**config.mk**
```make
export PLATFORM = sky130hd
export DESIGN_NAME = matrix_input_parser
export DESIGN_NICKNAME = d
export VERILOG_FILES = /design/src/rtl/matrix_input_parser.sv
export SDC_FILE = /design/constraint.sdc
export NUM_CORES = 2
export LEC_CHECK = 0
export ABC_CLOCK_PERIOD_IN_PS = 11000
export BUFFER_PORTS_ARGS = -buffer_cell sky130_fd_sc_hd__buf_2
export CAP_MARGIN = 5
export CORE_ASPECT_RATIO = 2
export CORE_UTILIZATION = 45
export DETAILED_ROUTE_END_ITERATION = 8
export HOLD_SLACK_MARGIN = 0.05
export PLACE_DENSITY = 0.73
export SYNTH_ARGS = -nofsm -noshare
export SYNTH_HDL_FRONTEND = slang
export SYNTH_SLANG_ARGS = --single-unit
```
**constraint.sdc**
```tcl
create_clock -name clk -period 11 [get_ports clk]
set_input_delay 1.1 -clock clk [delete_from_list [all_inputs] [get_ports clk]]
set_output_delay 1.1 -clock clk [all_outputs]
set_load 0.01 [all_outputs]
```
**src/rtl/matrix_input_parser.sv**
```systemverilog
// Parses decimal ASCII "m n e0 e1 ..." from a UART byte stream
// and writes each element into storage at base + index.
module matrix_input_parser #(
  parameter int MAX_DIM = 5
) (
  input  logic        clk,
  input  logic        rst_n,
  input  logic        w_en_input,
  input  logic [8:0]  w_in_base_addr,
  input  logic [7:0]  i_rx_data,
  input  logic        i_rx_valid,
  output logic        w_storage_we,
  output logic [8:0]  w_storage_waddr,
  output logic [31:0] w_storage_wdata,
  output logic [31:0] o_m,
  output logic [31:0] o_n,
  output logic        w_in_done,
  output logic        w_in_err
);

  localparam logic [2:0] S_IDLE     = 3'd0;
  localparam logic [2:0] S_GET_M    = 3'd1;
  localparam logic [2:0] S_GET_N    = 3'd2;
  localparam logic [2:0] S_GET_ELEM = 3'd3;
  localparam logic [2:0] S_DONE     = 3'd4;
  localparam logic [2:0] S_ERR      = 3'd5;

  logic [2:0]  state;
  logic [31:0] acc;
  logic [31:0] idx;
  logic        digit_seen;

  logic        is_digit;
  logic        is_delim;
  logic [7:0]  digit;
  logic        ovf;
  logic [31:0] acc_next;
  logic        dim_bad;
  logic        last_elem;

  assign is_digit = (i_rx_data >= 8'd48) && (i_rx_data <= 8'd57);
  assign is_delim = (i_rx_data == 8'd32) ||
                    (i_rx_data == 8'd13) ||
                    (i_rx_data == 8'd10);
  assign digit    = i_rx_data - 8'd48;
  // Reject any digit that would push the token past 2^32-1.
  assign ovf      = (acc > 32'd429496729) ||
                    ((acc == 32'd429496729) && (digit > 8'd5));
  assign acc_next = (acc * 32'd10) + {24'd0, digit};
  assign dim_bad  = (acc == 32'd0) || (acc > 32'(MAX_DIM));
  assign last_elem = (idx == ((o_m * o_n) - 32'd1));

  assign w_in_done = (state == S_DONE);
  assign w_in_err  = (state == S_ERR);

  always_ff @(posedge clk or negedge rst_n) begin
    if (!rst_n) begin
      state           <= S_IDLE;
      acc             <= 32'd0;
      idx             <= 32'd0;
      digit_seen      <= 1'b0;
      w_storage_we    <= 1'b0;
      w_storage_waddr <= 9'd0;
      w_storage_wdata <= 32'd0;
      o_m             <= 32'd0;
      o_n             <= 32'd0;
    end else begin
      w_storage_we <= 1'b0;
      unique case (state)
        S_IDLE: begin
          if (w_en_input) begin
            state      <= S_GET_M;
            acc        <= 32'd0;
            digit_seen <= 1'b0;
            idx        <= 32'd0;
          end
        end
        S_DONE, S_ERR: begin
          if (!w_en_input) state <= S_IDLE;
        end
        S_GET_M, S_GET_N, S_GET_ELEM: begin
          if (!w_en_input) begin
            state <= S_IDLE;
          end else if (i_rx_valid) begin
            unique case (1'b1)
              is_digit: begin
                if (ovf) begin
                  state <= S_ERR;
                end else begin
                  acc        <= acc_next;
                  digit_seen <= 1'b1;
                end
              end
              is_delim: begin
                if (digit_seen) begin
                  acc        <= 32'd0;
                  digit_seen <= 1'b0;
                  if (state == S_GET_M) begin
                    if (dim_bad) state <= S_ERR;
                    else begin
                      o_m   <= acc;
                      state <= S_GET_N;
                    end
                  end else if (state == S_GET_N) begin
                    if (dim_bad) state <= S_ERR;
                    else begin
                      o_n   <= acc;
                      state <= S_GET_ELEM;
                    end
                  end else begin
                    w_storage_we    <= 1'b1;
                    w_storage_waddr <= w_in_base_addr + idx[8:0];
                    w_storage_wdata <= acc;
                    idx             <= idx + 32'd1;
                    if (last_elem) state <= S_DONE;
                  end
                end
              end
              default: state <= S_ERR;
            endcase
          end
        end
        default: state <= S_IDLE;
      endcase
    end
  end

endmodule

```
# After elaboration in Yosys (flattened, before gate mapping)
# Cells that the tools add are included.
# totals
register_bits	174
inputBits	21
out_inout_bits	108
wordCells	107
# op_classes
n_addsub	5
mul	2
order_cmp	5
eq_ne	25
mux	40
bitwise	3
n_reduce_logical	18
# ops
cell	n
$mux 32	11
$pmux 32 s2	3
$mux 3	11
$add 32x1->32 const B	1
$add 32x8->32	1
$eq 32x29->1 const B	1
$eq 32x32->1	1
$gt 32x29->1 const B	1
$gt 32x3->1 const B	1
$logic_not 32->1	1
$mul 32x3->31 const B	1
$mul 32x32->32	1
$sub 32x1->32 const B	1
$reduce_and 7->1	3
$eq 8x4->1 const B	2
$ne 2x2->1 const B	8
$reduce_and 8->1	2
$ne 3x3->1 const B	4
$reduce_and 6->1	2
$mux 1	11
$add 9x9->9	1
$pmux 3 s3	1
$eq 8x6->1 const B	1
$ge 8x6->1 const B	1
17 further kinds	27

# Longest topological paths before layout
# depth
word_depth	11
mapped_depth	30
mapped_depth_nobuf	27

# Worst setup path before layout
# No wires, ideal clock.
# synth_timing
kind	flip-flop to flip-flop
start	register o_m[14]
end	register state[0]
setup_time_ns	0.141
arrival_ns	7.498
t_required_ns	10.859
setup_slack_ns	3.361
path_stages_with_launch	26
path_buffers	2
synth_period_minus_slack_ns	7.639
cell_sequence	dfrtp_1 -> clkbuf_1 -> clkbuf_1 -> nand2_1 -> fa_1 -> fa_1 -> fa_1 -> fa_1 -> inv_1 -> fa_1 -> inv_1 -> fa_1 -> fa_1 -> fa_1 -> inv_1 -> ha_1 -> a21oi_1 -> o21ai_0 -> a221oi_1 -> nand4_1 -> nor4_1 -> o2111ai_1 -> nor4_1 -> nand4_1 -> o31ai_1 -> a22oi_1
# synth_between
elab_chain_len	5
# synth_lines
element	line	rtl
from (decl)	15	output logic [31:0] o_m,
from (signal assigned)	65	o_m <= 32'd0;
from (signal assigned)	101	o_m <= acc;
$mul 32x32->32	51	assign last_elem = (idx == ((o_m * o_n) - 32'd1));
$sub 32x1->32	51	
$eq 32x32->1	51	
$ne 6x6->1 (no source line)	n/a	
$reduce_and 6->1 (no source line)	n/a	
to (signal assigned)	58	state <= S_IDLE;
to (signal assigned)	72	state <= S_GET_M;
to (signal assigned)	79	if (!w_en_input) state <= S_IDLE;
to (decl)	28	logic [2:0] state;
# No other way between the ends.
# A chain may end at the register's enable or synchronous reset.

# Worst setup path in the final report
# layout_timing
start	register o_m[8]
end	register state[0]
# Same word-level chain as after synthesis.

==> out/results.txt <==
multi-input gate area in the final layout = 20,000 µm²
Synth area leaders = fa_1 34%, dfrtp_1 17%, ha_1 8.4%
Final nets = 3,532
TritonCTS sink count = 174
hold slack = 477 ps
global placer's final weighted congestion = 1.00
synthesized-area fraction occupied by ao, oa, aoi and oai cells = 0.0733
maximum number of pins on one net before global-route repair = 112
number of gates resized after cts = 0
DRC Markers = 0
reg2reg end = state[0]
CP endpoint = state[0]
sequential fraction of the synthesis area = 0.166
mapped cell area = 26,200 µm²
largest clock skew in the final design = 21.6 ps
Syn Area/Cell = 9.15 µm²
Worst setup startpoint = o_m[8]
area of the core = 57,200 µm²
synthesized instance count = 2,859
part of the cycle the worst path needs = 0.839
CTS Buffer Depth = 2
Synth Register Bits = 174
clock transition at the registers of the reported paths = 90 ps
required time of the critical path = 11,310 ps
clock tree from TritonCTS = built
Die Height = 343 µm
max frequency = 108 MHz
Max-Cap Viols = 0
number of cell rows = 124
fraction of the mapped netlist area in simple logic gates = 0.201
biggest fanout along the worst timing path = 26
share of the synthesized area in the top cell type = 0.338
clock root buffer = clkbuf_16
Skew-Pair Late Insertion Delay = 480 ps
nature of the critical path endpoint = register
number of DRC violations after detailed-routing iteration 0 = 1,280
combined global-route utilization of all metal layers = 0.287
Max-Slew Margin vs Limit = 0.157
status = complete, no violations
total of hold buffers inserted after clock tree synthesis = 0
worst min-delay path class = register to register
main combinational cell family by area after synthesis = adder cells
instance count after placement with tap cells included = 3,631
number of setup buffers added after CTS = 0
vias in the first global route = 22,661
post-layout min period = 9230 ps
First-pass DRT Iterations = 6
Register-to-Register Setup Slack = 1770 ps
Slew Viols, Final = 0
nets in the synthesized netlist = 3,497
slew of the pin with the lowest slew margin = 1250 ps
number of synthesized flops with an enable pin = 0
power density normalized to cell area = 78.1 nW/µm²
power after layout = 2.18 mW
count of unique library cells instantiated by Yosys = 81
asr flop ratio synth = 1.00
IO Count = 129
WP data arrival = 9540 ps
Post-Synth Adder-Cell Area = 0.422
proportion of layout cells with a drive suffix above 1 = 0.0750
setup TNS = 0 ps
total of buffers placed on input and output ports = 128
count of final hold-check violations = 0
Area growth, synth to finish = 7.00%
number of buffers created by CTS = 17
Total Wirelength = 79,100 µm
commonest non-fill, non-tap cell in the layout = nand2_1
die footprint = 59,100 µm²
via/cell ratio = 5.62
critical setup path kind = register to register
DP Wirelength = 60,200 µm
die width = 172 µm
IR Drop Worst-Case VDD = 0.101 mV
Filler Cell Count = 5,400
post-detailed-route wirelength per cell = 21.6 µm
FF-to-FF Start = o_m[8]
count of nets left with antenna violations after detail routing = 0
top library cells by usage in the layout, fill and taps aside = 549 x nand2_1, 441 x fa_1, 348 x inv_1, 259 x and2_1, 176 x ha_1
count of cells along the worst register-to-register path = 23
Initial Util = 0.457
number of H-tree levels = 4
final std cells w/o fill = 3,666
Worst setup SP type = register
LEAKAGE = 11.7 nW
detailed-route via count = 20,616
flip-flop cell with the highest count after synthesis = dfrtp_1
Sequential cell area = 4350 µm²
Remaining Overflow, GRT = 0
number of synthesis warnings = 0
first-pass GRT wire length = 126,000 µm
unrepaired setup endpoints after global routing = false
share of cell area taken by muxes after synthesis = 0.00579
antenna violations before repair = 9
Synth Area in XOR/XNOR = 0.0623
final count of negative-setup-slack endpoints = 0
Yosys top cell by area = fa_1
-- sequential cells by signal, indices dropped and copies added, names as in the netlist --
register         flops
idx                 32
o_n                 32
acc                 32
w_storage_wdata     32
state                3
w_storage_waddr      9
w_storage_we         1
o_m                 32
digit_seen           1
-- worst max-delay path, stage by stage (launching register included) --
cell	delay [ps]
dfrtp_1	1090
nand2_1	190
fa_1	610
fa_1	450
fa_1	510
fa_1	510
inv_1	50
fa_1	480
inv_1	90
fa_1	520
fa_1	730
fa_1	660
inv_1	50
ha_1	350
a21oi_1	410
o21ai_0	200
a221oi_1	280
nand4_1	130
nor4_1	350
o2111ai_1	160
nor4_1	220
nand4_1	170
o31ai_1	660
a22oi_1	140
-- kinds of logic after synthesis --
family,Yosys count
adder cells (fa/ha/maj),617
buffers and inverters,481
AO/OA/AOI/OAI,293
XOR/XNOR,183
multiplexers,14
flip-flops,174
AND/OR/NAND/NOR,1097
-- per-layer routing --
metal / vias up / part of all wire / GRT usage
li1: 9049 / - / -
met1: 10349 / 0.33 / 0.293
met2: 835 / 0.51 / 0.496
met3: 375 / 0.075 / 0.0743
met4: 8 / 0.087 / 0.219
met5: - / 0.00072 / 0
-- cell type report --
| type | instances | area share |
|---|---|---|
| Antenna cell | 3 | 0.000268 |
| Clock buffer | 17 | 0.0152 |
| Clock inverter | 15 | 0.00510 |
| Inverter | 349 | 0.0468 |
| Multi-Input combinational cell | 2204 | 0.715 |
| Sequential cell | 174 | 0.156 |
| Tap cell | 756 | 0.0338 |
| Timing Repair Buffer | 148 | 0.0286 |
-- cells in the mapped netlist (all sizes together), types with 5 or more instances --
cell type  count
clkbuf       126
a21oi         67
xor2          68
or3           16
o31ai          6
and2         259
a21o          26
inv          348
nand2b        12
o21bai        12
mux2           9
buf            6
nor3          27
a211oi        16
o211ai        10
and3          20
o21ai         86
nor4          13
dfrtp        174
nand3         39
xnor2        113
nor2         104
nand2        549
nand4         21
a221oi         5
o21a          12
nor2b          8
ha           176
fa           441
mux2i          5
-- stage by stage --
stage	util	instance area [µm²]	worst slack (ps)
floorplan	-	26200	3360
global placement	0.479	27400	2250
detailed placement	0.479	27400	2030
CTS	0.489	28000	1990
global route	0.489	28000	1230
finish	0.489	28000	1770
-- worst min-delay path by stage --
stage / startpoint / end / slack [ps] / cells after the start
after global routing: w_storage_wdata[7] / w_storage_wdata[7] / 490 / 2
after detailed placement: w_storage_wdata[21] / w_storage_wdata[21] / 460 / 2
after global placement: w_storage_waddr[0] / w_storage_waddr[0] / 450 / 2
after CTS: w_storage_wdata[9] / w_storage_wdata[9] / 480 / 2
final: w_storage_wdata[11] / w_storage_wdata[11] / 480 / 2
after floorplan: acc[31] / w_storage_wdata[31] / 460 / 2
-- power breakdown --
part | internal (mW) | switching [mW] | leakage [nW]
registers | 0.680 | 0.103 | 2.41
clock network | 0.302 | 0.336 | 0.281
logic | 0.309 | 0.455 | 9.05
total | 1.29 | 0.894 | 11.7
No activity file was read; power rests on OpenSTA's default activity.
